==> src/rtl/conv_window_fetch.sv <==
// conv_window_fetch: streams 3x3 convolution windows out of a tile held in SRAM.
// For every output position (row-major, stride 1, no padding) it issues nine SRAM
// reads, taps in row-major order, and presents the returned words on a
// valid/ready stream. A 2-entry FIFO absorbs the one-cycle SRAM read latency.
// Reads are throttled on FIFO space, so a stalled consumer never loses a word.
//
// Ports:
//   CLK, RST                - clock and synchronous active-high reset
//   Start, Tile_W, Tile_H   - frame start pulse and tile size (latched on Start)
//   SRAM_CSn/WEn/Addr/Q     - read-only SRAM port, data returns one cycle later
//   Win_Data/Tap/Last       - current window tap word, tap index, last-tap flag
//   Win_Valid, Win_Ready    - stream handshake
//   Busy, Frame_Done        - frame in progress, one-cycle end-of-frame pulse
module conv_window_fetch #(
  parameter int unsigned ADDR_W = 12,
  parameter int unsigned DATA_W = 32
) (
  input  logic              CLK,
  input  logic              RST,
  input  logic              Start,
  input  logic [6:0]        Tile_W,
  input  logic [6:0]        Tile_H,
  output logic              SRAM_CSn,
  output logic [3:0]        SRAM_WEn,
  output logic [ADDR_W-1:0] SRAM_Addr,
  input  logic [DATA_W-1:0] SRAM_Q,
  output logic [DATA_W-1:0] Win_Data,
  output logic [3:0]        Win_Tap,
  output logic              Win_Last,
  output logic              Win_Valid,
  input  logic              Win_Ready,
  output logic              Busy,
  output logic              Frame_Done
);

  // FIFO entry layout: {frame_end, tap[3:0], data}
  localparam int unsigned EntW = DATA_W + 5;

  typedef enum logic [1:0] {StIdle, StRun, StDrain, StDone} state_e;

  state_e            state_q, state_d;
  logic [6:0]        tile_w_q, tile_w_d;
  logic [6:0]        tile_h_q, tile_h_d;
  logic [6:0]        row_q, row_d;
  logic [6:0]        col_q, col_d;
  logic [1:0]        ky_q, ky_d;
  logic [1:0]        kx_q, kx_d;
  logic              rd_pend_q, rd_pend_d;
  logic [3:0]        rd_tap_q, rd_tap_d;
  logic              rd_end_q, rd_end_d;
  logic [1:0]        fifo_cnt_q, fifo_cnt_d;
  logic [EntW-1:0]   ent0_q, ent0_d;
  logic [EntW-1:0]   ent1_q, ent1_d;

  logic              pop;
  logic              push;
  logic [1:0]        slots_used;
  logic              issue;
  logic [6:0]        row_sum;
  logic [ADDR_W-1:0] rd_addr;
  logic [3:0]        tap_idx;
  logic              last_tap;
  logic              last_col;
  logic              last_row;
  logic              last_read;
  logic [EntW-1:0]   new_ent;

  always_comb begin
    pop        = (fifo_cnt_q != 2'd0) && Win_Ready;
    push       = rd_pend_q;
    // The entry leaving this cycle counts as free, otherwise steady-state
    // streaming would stall every other cycle.
    slots_used = fifo_cnt_q - {1'b0, pop} + {1'b0, rd_pend_q};
    issue      = (state_q == StRun) && !RST && (slots_used < 2'd2);
    row_sum    = row_q + {5'd0, ky_q};
    rd_addr    = ADDR_W'(row_sum) * ADDR_W'(tile_w_q) + ADDR_W'(col_q) + ADDR_W'(kx_q);
    tap_idx    = 4'(ky_q) * 4'd3 + 4'(kx_q);
    last_tap   = (ky_q == 2'd2) && (kx_q == 2'd2);
    last_col   = (col_q == tile_w_q - 7'd3);
    last_row   = (row_q == tile_h_q - 7'd3);
    last_read  = last_tap && last_col && last_row;
    new_ent    = {rd_end_q, rd_tap_q, SRAM_Q};
  end

  always_comb begin
    state_d    = state_q;
    tile_w_d   = tile_w_q;
    tile_h_d   = tile_h_q;
    row_d      = row_q;
    col_d      = col_q;
    ky_d       = ky_q;
    kx_d       = kx_q;
    rd_pend_d  = issue;
    rd_tap_d   = tap_idx;
    rd_end_d   = issue && last_read;
    fifo_cnt_d = fifo_cnt_q;
    ent0_d     = ent0_q;
    ent1_d     = ent1_q;

    // Read-order counters: kx innermost, then ky, then column, then row.
    if (issue) begin
      if (kx_q == 2'd2) begin
        kx_d = 2'd0;
        if (ky_q == 2'd2) begin
          ky_d = 2'd0;
          if (last_col) begin
            col_d = 7'd0;
            row_d = row_q + 7'd1;
          end else begin
            col_d = col_q + 7'd1;
          end
        end else begin
          ky_d = ky_q + 2'd1;
        end
      end else begin
        kx_d = kx_q + 2'd1;
      end
    end

    unique case (state_q)
      StIdle: begin
        if (Start) begin
          tile_w_d = Tile_W;
          tile_h_d = Tile_H;
          row_d    = 7'd0;
          col_d    = 7'd0;
          ky_d     = 2'd0;
          kx_d     = 2'd0;
          state_d  = ((Tile_W < 7'd3) || (Tile_H < 7'd3)) ? StDone : StRun;
        end
      end
      StRun: begin
        if (issue && last_read) state_d = StDrain;
      end
      StDrain: begin
        if (pop && ent0_q[EntW-1]) state_d = StDone;
      end
      StDone: state_d = StIdle;
      default: state_d = StIdle;
    endcase

    // Head entry is always ent0; ent1 only holds a second word.
    case ({push, pop})
      2'b10: begin
        if (fifo_cnt_q == 2'd0) ent0_d = new_ent;
        else                    ent1_d = new_ent;
        fifo_cnt_d = fifo_cnt_q + 2'd1;
      end
      2'b01: begin
        ent0_d     = ent1_q;
        fifo_cnt_d = fifo_cnt_q - 2'd1;
      end
      2'b11: begin
        if (fifo_cnt_q == 2'd1) begin
          ent0_d = new_ent;
        end else begin
          ent0_d = ent1_q;
          ent1_d = new_ent;
        end
      end
      default: ;
    endcase
  end

  always_ff @(posedge CLK) begin
    if (RST) begin
      state_q    <= StIdle;
      tile_w_q   <= 7'd0;
      tile_h_q   <= 7'd0;
      row_q      <= 7'd0;
      col_q      <= 7'd0;
      ky_q       <= 2'd0;
      kx_q       <= 2'd0;
      rd_pend_q  <= 1'b0;
      rd_tap_q   <= 4'd0;
      rd_end_q   <= 1'b0;
      fifo_cnt_q <= 2'd0;
      ent0_q     <= '0;
      ent1_q     <= '0;
    end else begin
      state_q    <= state_d;
      tile_w_q   <= tile_w_d;
      tile_h_q   <= tile_h_d;
      row_q      <= row_d;
      col_q      <= col_d;
      ky_q       <= ky_d;
      kx_q       <= kx_d;
      rd_pend_q  <= rd_pend_d;
      rd_tap_q   <= rd_tap_d;
      rd_end_q   <= rd_end_d;
      fifo_cnt_q <= fifo_cnt_d;
      ent0_q     <= ent0_d;
      ent1_q     <= ent1_d;
    end
  end

  assign SRAM_CSn   = ~issue;
  assign SRAM_WEn   = 4'b1111;
  assign SRAM_Addr  = issue ? rd_addr : '0;
  assign Win_Valid  = (fifo_cnt_q != 2'd0);
  assign Win_Data   = ent0_q[DATA_W-1:0];
  assign Win_Tap    = ent0_q[DATA_W+3:DATA_W];
  assign Win_Last   = Win_Valid && (Win_Tap == 4'd8);
  assign Busy       = (state_q != StIdle);
  assign Frame_Done = (state_q == StDone);

endmodule

==> config.mk <==
export PLATFORM = sky130hd
export DESIGN_NAME = conv_window_fetch
export DESIGN_NICKNAME = d
export VERILOG_FILES = /design/src/rtl/conv_window_fetch.sv
export SDC_FILE = /design/constraint.sdc
export NUM_CORES = 1
export LEC_CHECK = 0
export CAP_MARGIN = 30
export CORE_UTILIZATION = 56
export DETAILED_ROUTE_END_ITERATION = 6
export HOLD_SLACK_MARGIN = 0.12
export PLACE_DENSITY = 0.82
export SLEW_MARGIN = 30
export SYNTH_ARGS = -nofsm -noshare
export SYNTH_HDL_FRONTEND = slang
export SYNTH_SLANG_ARGS = --single-unit
==> constraint.sdc <==
create_clock -name CLK -period 7.22 [get_ports CLK]
set_input_delay 0.722 -clock CLK [delete_from_list [all_inputs] [get_ports CLK]]
set_output_delay 0.722 -clock CLK [all_outputs]
set_load 0.01 [all_outputs]
# Word-level counts from Yosys, hierarchy flattened
# Cells that the tools add are included.
# W data, S select, Z words.
# word_totals
reg_bits	116
latchBits	0
mem_bits_rw	0
mem_bits_ro	0
inputBits	50
output_inout_bits	57
wordCells	107
n_memories	0
# classes
n_addsub	14
mul	2
n_div	0
order_cmp	3
n_eq_ne	18
shift	0
n_mux	34
bitwise	1
n_reduce_logical	22
# op_table
cell	n
$mux W37	4
$pmux W37 S3	1
$mux W7	12
$pmux W37 S2	1
$mux W2	13
$add A7 B1 Y7 const B	2
$eq A7 B7 Y1	2
$lt A7 B2 Y1 const B	2
$sub A7 B2 Y7 const B	2
$add A12 B2 Y12	1
$add A12 B7 Y12	1
$eq A2 B2 Y1 const B	6
$mul A7 B7 Y12	1
$mux W12	1
$ne A2 B2 Y1 const B	6
$logic_and A1 B1 Y1	9
$pmux W2 S4	1
$reduce_bool A2 Y1	4
$add A7 B2 Y7	1
$add A2 B1 Y2 const B	3
$eq A2 B1 Y1 const B	3
$reduce_and A3 Y1	2
$add A4 B2 Y4	1
$eq A4 B4 Y1 const B	1
other kinds (12)	14

# Logic depth before layout (Yosys ltp)
# Gate-level depths: netlist (run 1).
# logic_depth
ltp_word	9
mapped_depth	21
mapped_depth_nobuf	21

# Worst setup path after synthesis (run 1)
# No wires, ideal clock.
# synth_timing
kind	register to output
start	reg ky_q[0]
end	out SRAM_Addr[11]
arrival_ps	4841
t_required_ps	6498
path_slack_ps	1657
stages_incl_launch_ff	21
path_buffers	0
cell_sequence	dfxtp_1 ha_1 inv_1 fa_1 nor2_1 xor2_1 and2_1 fa_1 inv_1 fa_1 inv_1 fa_1 inv_1 fa_1 inv_1 ha_1 o21a_1 a21o_1 a41oi_1 xnor2_1 nor2_1
# synth_between
elab_chain_cells	5
# synth_rtl
element	line_no	source
start, declared	46	logic [1:0] ky_q, ky_d;
start signal, assigned	186	ky_q <= ky_d;
$add A7 B2 Y7	75	row_sum = row_q + {5'd0, ky_q};
$mul A7 B7 Y12	76	rd_addr = ADDR_W'(row_sum) * ADDR_W'(tile_w_q) + ADDR_W'(col_q) + ADDR_W'(kx_q);
$add A12 B7 Y12	76	
$add A12 B2 Y12	76	
$mux W12	199	assign SRAM_Addr = issue ? rd_addr : '0;
end, declared	25	output logic [ADDR_W-1:0] SRAM_Addr,
# Every way passes these cells.

# Final worst setup path (run 1)
# layout_timing
start	reg ky_q[0]
end	out SRAM_Addr[10]
# The elaborated chain is that of the path after synthesis.

==> impl_metrics.json, run 1 <==
{
  "dpl-instance-area_um2": 8292,
  "powerDensity_nw_per_um2": 310.9,
  "yosysMostFrequentCell": "nand2_1",
  "clock_sinks": 116,
  "start_util": 0.5820,
  "syn_avg_cell_area_um2": 8.358,
  "ctsResizeCount": 0,
  "syn_to_final_growth_pct": 18.51,
  "clockBufferDepth": 2,
  "path_class": "reg2out",
  "clk_pin_slew_ns": 0.06,
  "diodes": 0,
  "first_iter_violations": 399,
  "stdcell_area_um2": 8845,
  "clock_latency_ns": 0.41,
  "setup_viol": 0,
  "yosysSeqAreaShare": 0.3111,
  "tightest_slew_ns": 0.7044,
  "grt_util_all_layers": 0.2428,
  "cts_setup_buffers": 0,
  "timing.fmax_mhz": 146.3,
  "antenna_found_initial": 0,
  "gp_congestion": 0.8501,
  "fillers": 1009,
  "synth_ff_type": "dfxtp_1",
  "critical_path_required_ns": 6.50,
  "grt_pass1_wl_um": 27270,
  "dp_cells": 1086,
  "fin_cells": 1118,
  "drcViolationCount": 0,
  "fin_worst_skew_ns": 0.009905,
  "yosysTopAreaCell": "dfxtp_1",
  "layout.nets": 1066,
  "cp.arrival_ns": 6.11,
  "io_pins": 107,
  "end_kind": "output port",
  "cts_buffers": 17,
  "dpl_worst_slack_ns": 0.8065,
  "synth_seq_cells": 116,
  "finalSetupTns_ns": 0,
  "timing.final.crit_period_ns": 6.834,
  "hold_path_class": "reg2reg",
  "die_w_um": 117.4,
  "yosys_warnings": 0,
  "core_area_um2": 12820,
  "finalHoldViolations": 0,
  "p_leak_nw": 3.469,
  "cts_hold_buf": 0,
  "htree_levels": 4,
  "wl_um": 15910,
  "rsz0062_at_grt": "false",
  "cts_tree": "yes",
  "timing.final.crit_share": 0.9465,
  "io_buffers": 102,
  "wl_per_cell_um": 14.23,
  "slew_headroom": 0.5304,
  "grt_remaining_overflow": 0,
  "synth_edf_count": 0,
  "syn-cell-area_um2": 7463,
  "slew_viol_final": 0,
  "worst_slack_ns": 0.3863,
  "postSynth.asyncResetShare": 0,
  "peakVddDrop_uv": 161.2,
  "avgViaCountPerCell": 5.349,
  "netlist_top_cells_count": "136 x nand2_1, 116 x dfxtp_1, 75 x inv_1",
  "synth.area.top_cells": "dfxtp_1 31%, fa_1 9.4%, ha_1 8.0%, nand2_1 6.8%, a21oi_1 4.6%",
  "drive_gt1_frac": 0.05391,
  "synth.top_cell.area_share": 0.3111,
  "root_buffer": "clkbuf_16",
  "netlist-cell-type-count": 54,
  "dr.pass1.iters": 5,
  "syn_inst": 893,
  "ant_nets": 0,
  "dieHeight_um": 117.4,
  "final_util": 0.6897,
  "cp_max_fo": 7,
  "drv_cap": 0,
  "die_area_um2": 13790,
  "rows": 41,
  "dr_total_vias": 5980,
  "hpwl_um": 10890,
  "grt_max_degree": 75,
  "startpoint_type": "flop",
  "p_total_mw": 2.750,
  "grt_pass1_vias": 5701,
  "status": "complete, no violations",
  "hold_slack_ns": 0.4515
}
[flip-flops by register name, summed over array words and instances (netlist names), 2 cells and up]
register and cells:
col_q 7, ent0_q 37, ent1_q 37, fifo_cnt_q 2, kx_q 2, ky_q 2
rd_tap_q 4, row_q 7, state_q 2, tile_h_q 7, tile_w_q 7
[cell families (layout without fill, tap and decap cells)]
group | Yosys count | count (layout) | share of synthesized area
other cells | 1 | 4 | 0.0005025
flops | 116 | 116 | 0.3111
mux | 5 | 5 | 0.006706
fa+ha+maj | 83 | 83 | 0.1744
xor+xnor | 46 | 46 | 0.05683
compound gates | 179 | 179 | 0.1640
simple gates | 298 | 298 | 0.1826
buf+inv | 165 | 215 | 0.1039
[worst max-delay path, stage by stage, from the launching register on]
cell and delay [ns]:
dfxtp_1 0.45, ha_1 0.22, inv_1 0.05, fa_1 0.43, xnor2_1 0.52, nand2_1 0.15
fa_1 0.48, fa_1 0.55, inv_1 0.05, fa_1 0.52, inv_1 0.06, fa_1 0.52
inv_1 0.04, ha_1 0.31, inv_1 0.09, o21bai_1 0.08, a21oi_1 0.23, o21ai_0 0.17
xnor2_1 0.16, nor2_1 0.09, clkdlybuf4s50_1 0.54
[power breakdown]
group          leakage [nW]  internal [mW]  switching, mW
logic                  2.26          0.470          0.583
clock network         0.262          0.480          0.296
registers             0.945          0.801          0.119
[layer usage]
layer / up-vias / GRT usage / wire (um)
li1: 3015 / - / -
met2: 150 / 0.4112 / 7949
met5: - / 0 / 0
met3: 12 / 0.05058 / 689
met4: 0 / 0.06088 / 157
met1: 2803 / 0.3140 / 7110
[area by class of cell]
type                       instances  area, um^2  area share
multi-input combinational        615        4404      0.4979
sequential                       116        2322      0.2626
timing repair buffer             108        1069      0.1208
clock buffer                      20       446.7     0.05050
inverter                          75       281.5     0.03183
tap                              172       215.2     0.02433
clock inverter                    12       106.4     0.01202
[path summary, 6_finish.rpt]
| path | startpoint | to | slack (ns) | cells past startpoint |
|---|---|---|---|---|
| max | ky_q[0] | SRAM_Addr[10] | 0.39 | 20 |
| min | ent1_q[23] | ent1_q[23] | 0.45 | 2 |
| max reg2reg | fifo_cnt_q[0] | state_q[0] | 3.90 | 11 |
| min reg2reg | ent1_q[23] | ent1_q[23] | 0.45 | 2 |
[layout by cell type (no fill, tap or decap), drive strengths merged, types with 2 or more instances in the layout]
master | Yosys | routed
o21bai | 3 | 3
and3 | 3 | 3
conb | 1 | 4
nor2b | 14 | 14
mux2i | 5 | 5
inv | 75 | 76
o21a | 2 | 2
nor3 | 13 | 13
clkbuf | 37 | 20
nand2b | 7 | 7
ha | 48 | 48
and2 | 25 | 25
nand4 | 7 | 7
clkinvlp | 0 | 4
a21o | 5 | 5
xor2 | 10 | 10
a31o | 2 | 2
a211o | 2 | 2
o21ai | 6 | 6
a41oi | 2 | 2
nand3b | 2 | 2
a22oi | 38 | 38
nor4 | 6 | 6
a211oi | 41 | 41
xnor2 | 35 | 35
clkinv | 0 | 6
nor2 | 74 | 74
nand3 | 7 | 7
fa | 35 | 35
a31oi | 2 | 2
buf | 53 | 7
o211ai | 2 | 2
a21oi | 68 | 68
clkdlybuf4s50 | 0 | 101
nand2 | 136 | 136
dfxtp | 116 | 116
(Power assumes the default switching activity.)
==> run 2, diff against run 1 <==
--- a/config.mk
+++ b/config.mk
@@ -6,10 +6,9 @@
 export NUM_CORES = 1
 export LEC_CHECK = 0
 export CAP_MARGIN = 30
-export CORE_UTILIZATION = 56
+export CORE_UTILIZATION = 35
 export DETAILED_ROUTE_END_ITERATION = 6
 export HOLD_SLACK_MARGIN = 0.12
-export PLACE_DENSITY = 0.82
 export SLEW_MARGIN = 30
 export SYNTH_ARGS = -nofsm -noshare
 export SYNTH_HDL_FRONTEND = slang
==> run 2 against run 1 <==
Combinational power is essentially flat. Global-route usage shrank 8.9 points. Critical path type unchanged. Sequential share of layout area shrank 0.55 points. Routed wire length grew 0.88%. Critical endpoint is now SRAM_Addr[11].
==> impl_metrics.json, run 2 (same netlist as run 1, synthesis figures left out) <==
{
  "gr-usage-met3": 0.03673,
  "cts_hold_buf": 0,
  "hold_slack_ns": 0.4525,
  "stdcell_area_um2": 9035,
  "whs_endpoint": "ent1_q[14]",
  "p_total_mw": 2.821,
  "htree_levels": 4,
  "clockBufferDepth": 2,
  "core_area_um2": 20960,
  "cpMaxStageDelayCell": "clkdlybuf4s50_1",
  "busiest_layer": "met2",
  "start_util": 0.3562,
  "cts_tree": "yes",
  "die_area_um2": 21910,
  "p_sw_uw": 992.1,
  "rows": 53,
  "hold_path_class": "reg2reg",
  "final_cell_mix": "136 x nand2_1, 116 x dfxtp_1, 101 x clkdlybuf4s50_1",
  "first_iter_violations": 338,
  "finalHoldViolations": 0,
  "dr_total_vias": 5805,
  "cp_max_fo": 7,
  "dp_cells": 1189,
  "setup_viol": 0,
  "diodes": 0,
  "grt_remaining_overflow": 0,
  "final_util": 0.4312,
  "tightest_slew_ns": 0.7795,
  "ant_nets": 0,
  "drv_cap": 0,
  "rsz0062_at_grt": "false",
  "pwr-share-comb": 0.367,
  "top_regs": "ent0_q (37), ent1_q (37)",
  "p_leak_nw": 3.511,
  "fin_worst_skew_ns": 0.01324,
  "grt_max_degree": 76,
  "r2r_cells": 11,
  "end_kind": "output port",
  "path_class": "reg2out",
  "cpMostUsedCell": "fa_1",
  "drcViolationCount": 0,
  "peakVddDrop_uv": 196.1,
  "wl_per_cell_um": 13.14,
  "slew_headroom": 0.4804,
  "gp_congestion": 0.7733,
  "timing.final.crit_period_ns": 6.868,
  "finalSetupTns_ns": 0,
  "hold_path.startpoint": "ent1_q[14]",
  "status": "complete, no violations",
  "layout.nets": 1066,
  "cpPeakStageDelay_ns": 0.55,
  "multi_input_comb_area_um2": 4412,
  "root_buffer": "clkbuf_16",
  "cp.arrival_ns": 6.15,
  "dieHeight_um": 148.0,
  "worst_slack_ns": 0.3517,
  "swShare": 0.3516,
  "clock_latency_ns": 0.41,
  "clock_sinks": 116,
  "io_buffers": 102,
  "avgViaCountPerCell": 4.754,
  "grt_pass1_vias": 5535,
  "use_met1": 0.2028,
  "met2_usage": 0.2488,
  "clk_pin_slew_ns": 0.06,
  "drive_gt1_frac": 0.05497,
  "grt_util_all_layers": 0.1540,
  "die_w_um": 148.0,
  "dr.pass1.iters": 4,
  "seq_area_um2": 2322,
  "hold_path_depth": 2,
  "fillers": 2103,
  "crit_chain": "ha_1 -> inv_1 -> fa_1 -> nor2_1 -> xor2_1 -> and2_1 -> fa_1 -> fa_1 -> fa_1 -> inv_1 -> fa_1 -> inv_1 -> ha_1 -> o21a_1 -> a21o_1 -> a41oi_1 -> xnor2_1 -> nor2_1 -> clkdlybuf4s50_1",
  "clkPwrFrac": 0.306,
  "cts_buffers": 17,
  "cts_setup_buffers": 0,
  "ff2ff_setup_slack_ns": 4.00,
  "ctsResizeCount": 0,
  "slew_viol_final": 0,
  "wl_um": 16050,
  "p_int_mw": 1.829,
  "hpwl_um": 11280,
  "grt_pass1_wl_um": 27090,
  "timing.fmax_mhz": 145.6,
  "rr_startpoint": "fifo_cnt_q[0]",
  "syn_to_final_growth_pct": 21.06,
  "timing.final.crit_share": 0.9513,
  "dpl-instance-area_um2": 8416,
  "fin_cells": 1221,
  "powerDensity_nw_per_um2": 312.3,
  "antenna_found_initial": 0,
  "dpl_worst_slack_ns": 0.6836,
  "reg2reg_to": "state_q[0]",
  "startpoint_type": "flop",
  "critical_path_required_ns": 6.50,
  "final_common_cell": "nand2_1",
  "p_seq_frac": 0.327,
  "io_pins": 107
}
## run 2: changes by cell type in the layout (fill, tap and decap cells not counted), sizes merged
cell      previous run  this run
clkinvlp             4         1
bufinv               1         3
clkbuf              20        21
## run 2: critical path, delay by kind of cell, from the launching register on
kind,cells,cell delay [ns]
xor+xnor,2,0.58
simple gates,3,0.49
compound gates,3,0.56
flops,1,0.48
buf+inv,4,0.69
fa+ha+maj,7,2.95
## run 2: worst max path at each step
stage	from	end	slack [ns]	depth (start not counted)
2_1_floorplan	ky_q[0]	SRAM_Addr[11]	1.66	20
3_3_place_gp	ky_q[0]	SRAM_Addr[11]	0.82	19
3_5_place_dp	ky_q[0]	SRAM_Addr[11]	0.68	19
4_1_cts	ky_q[0]	SRAM_Addr[11]	0.24	19
5_1_grt	ky_q[0]	SRAM_Addr[10]	0.02	21
6_report	ky_q[0]	SRAM_Addr[11]	0.35	19
## run 2: layout make-up
type	instances	share of cell area
multi-input cells	615	0.4883
clock buffers	21	0.05096
well taps	275	0.03808
inverters	75	0.03116
clock inverters	11	0.01676
repair buffers	108	0.1177
flip-flops and latches	116	0.2570
## run 2: layer usage
layer / vias up / part of all wire
met5: - / 0
met4: 0 / 0.0065
met3: 7 / 0.040
met2: 93 / 0.48
met1: 2689 / 0.48
li1: 3016 / -
## run 2: power by group through the flow
stage                     Combinational (mW)  Sequential, mW  Clock [mW]
after detailed placement                1.04           0.938           0
after floorplan                        0.812           0.885           0
after CTS                               1.05           0.925       0.883
final                                   1.04           0.922       0.863
after global routing                    1.16           0.947       0.919
after global placement                  1.04           0.934           0
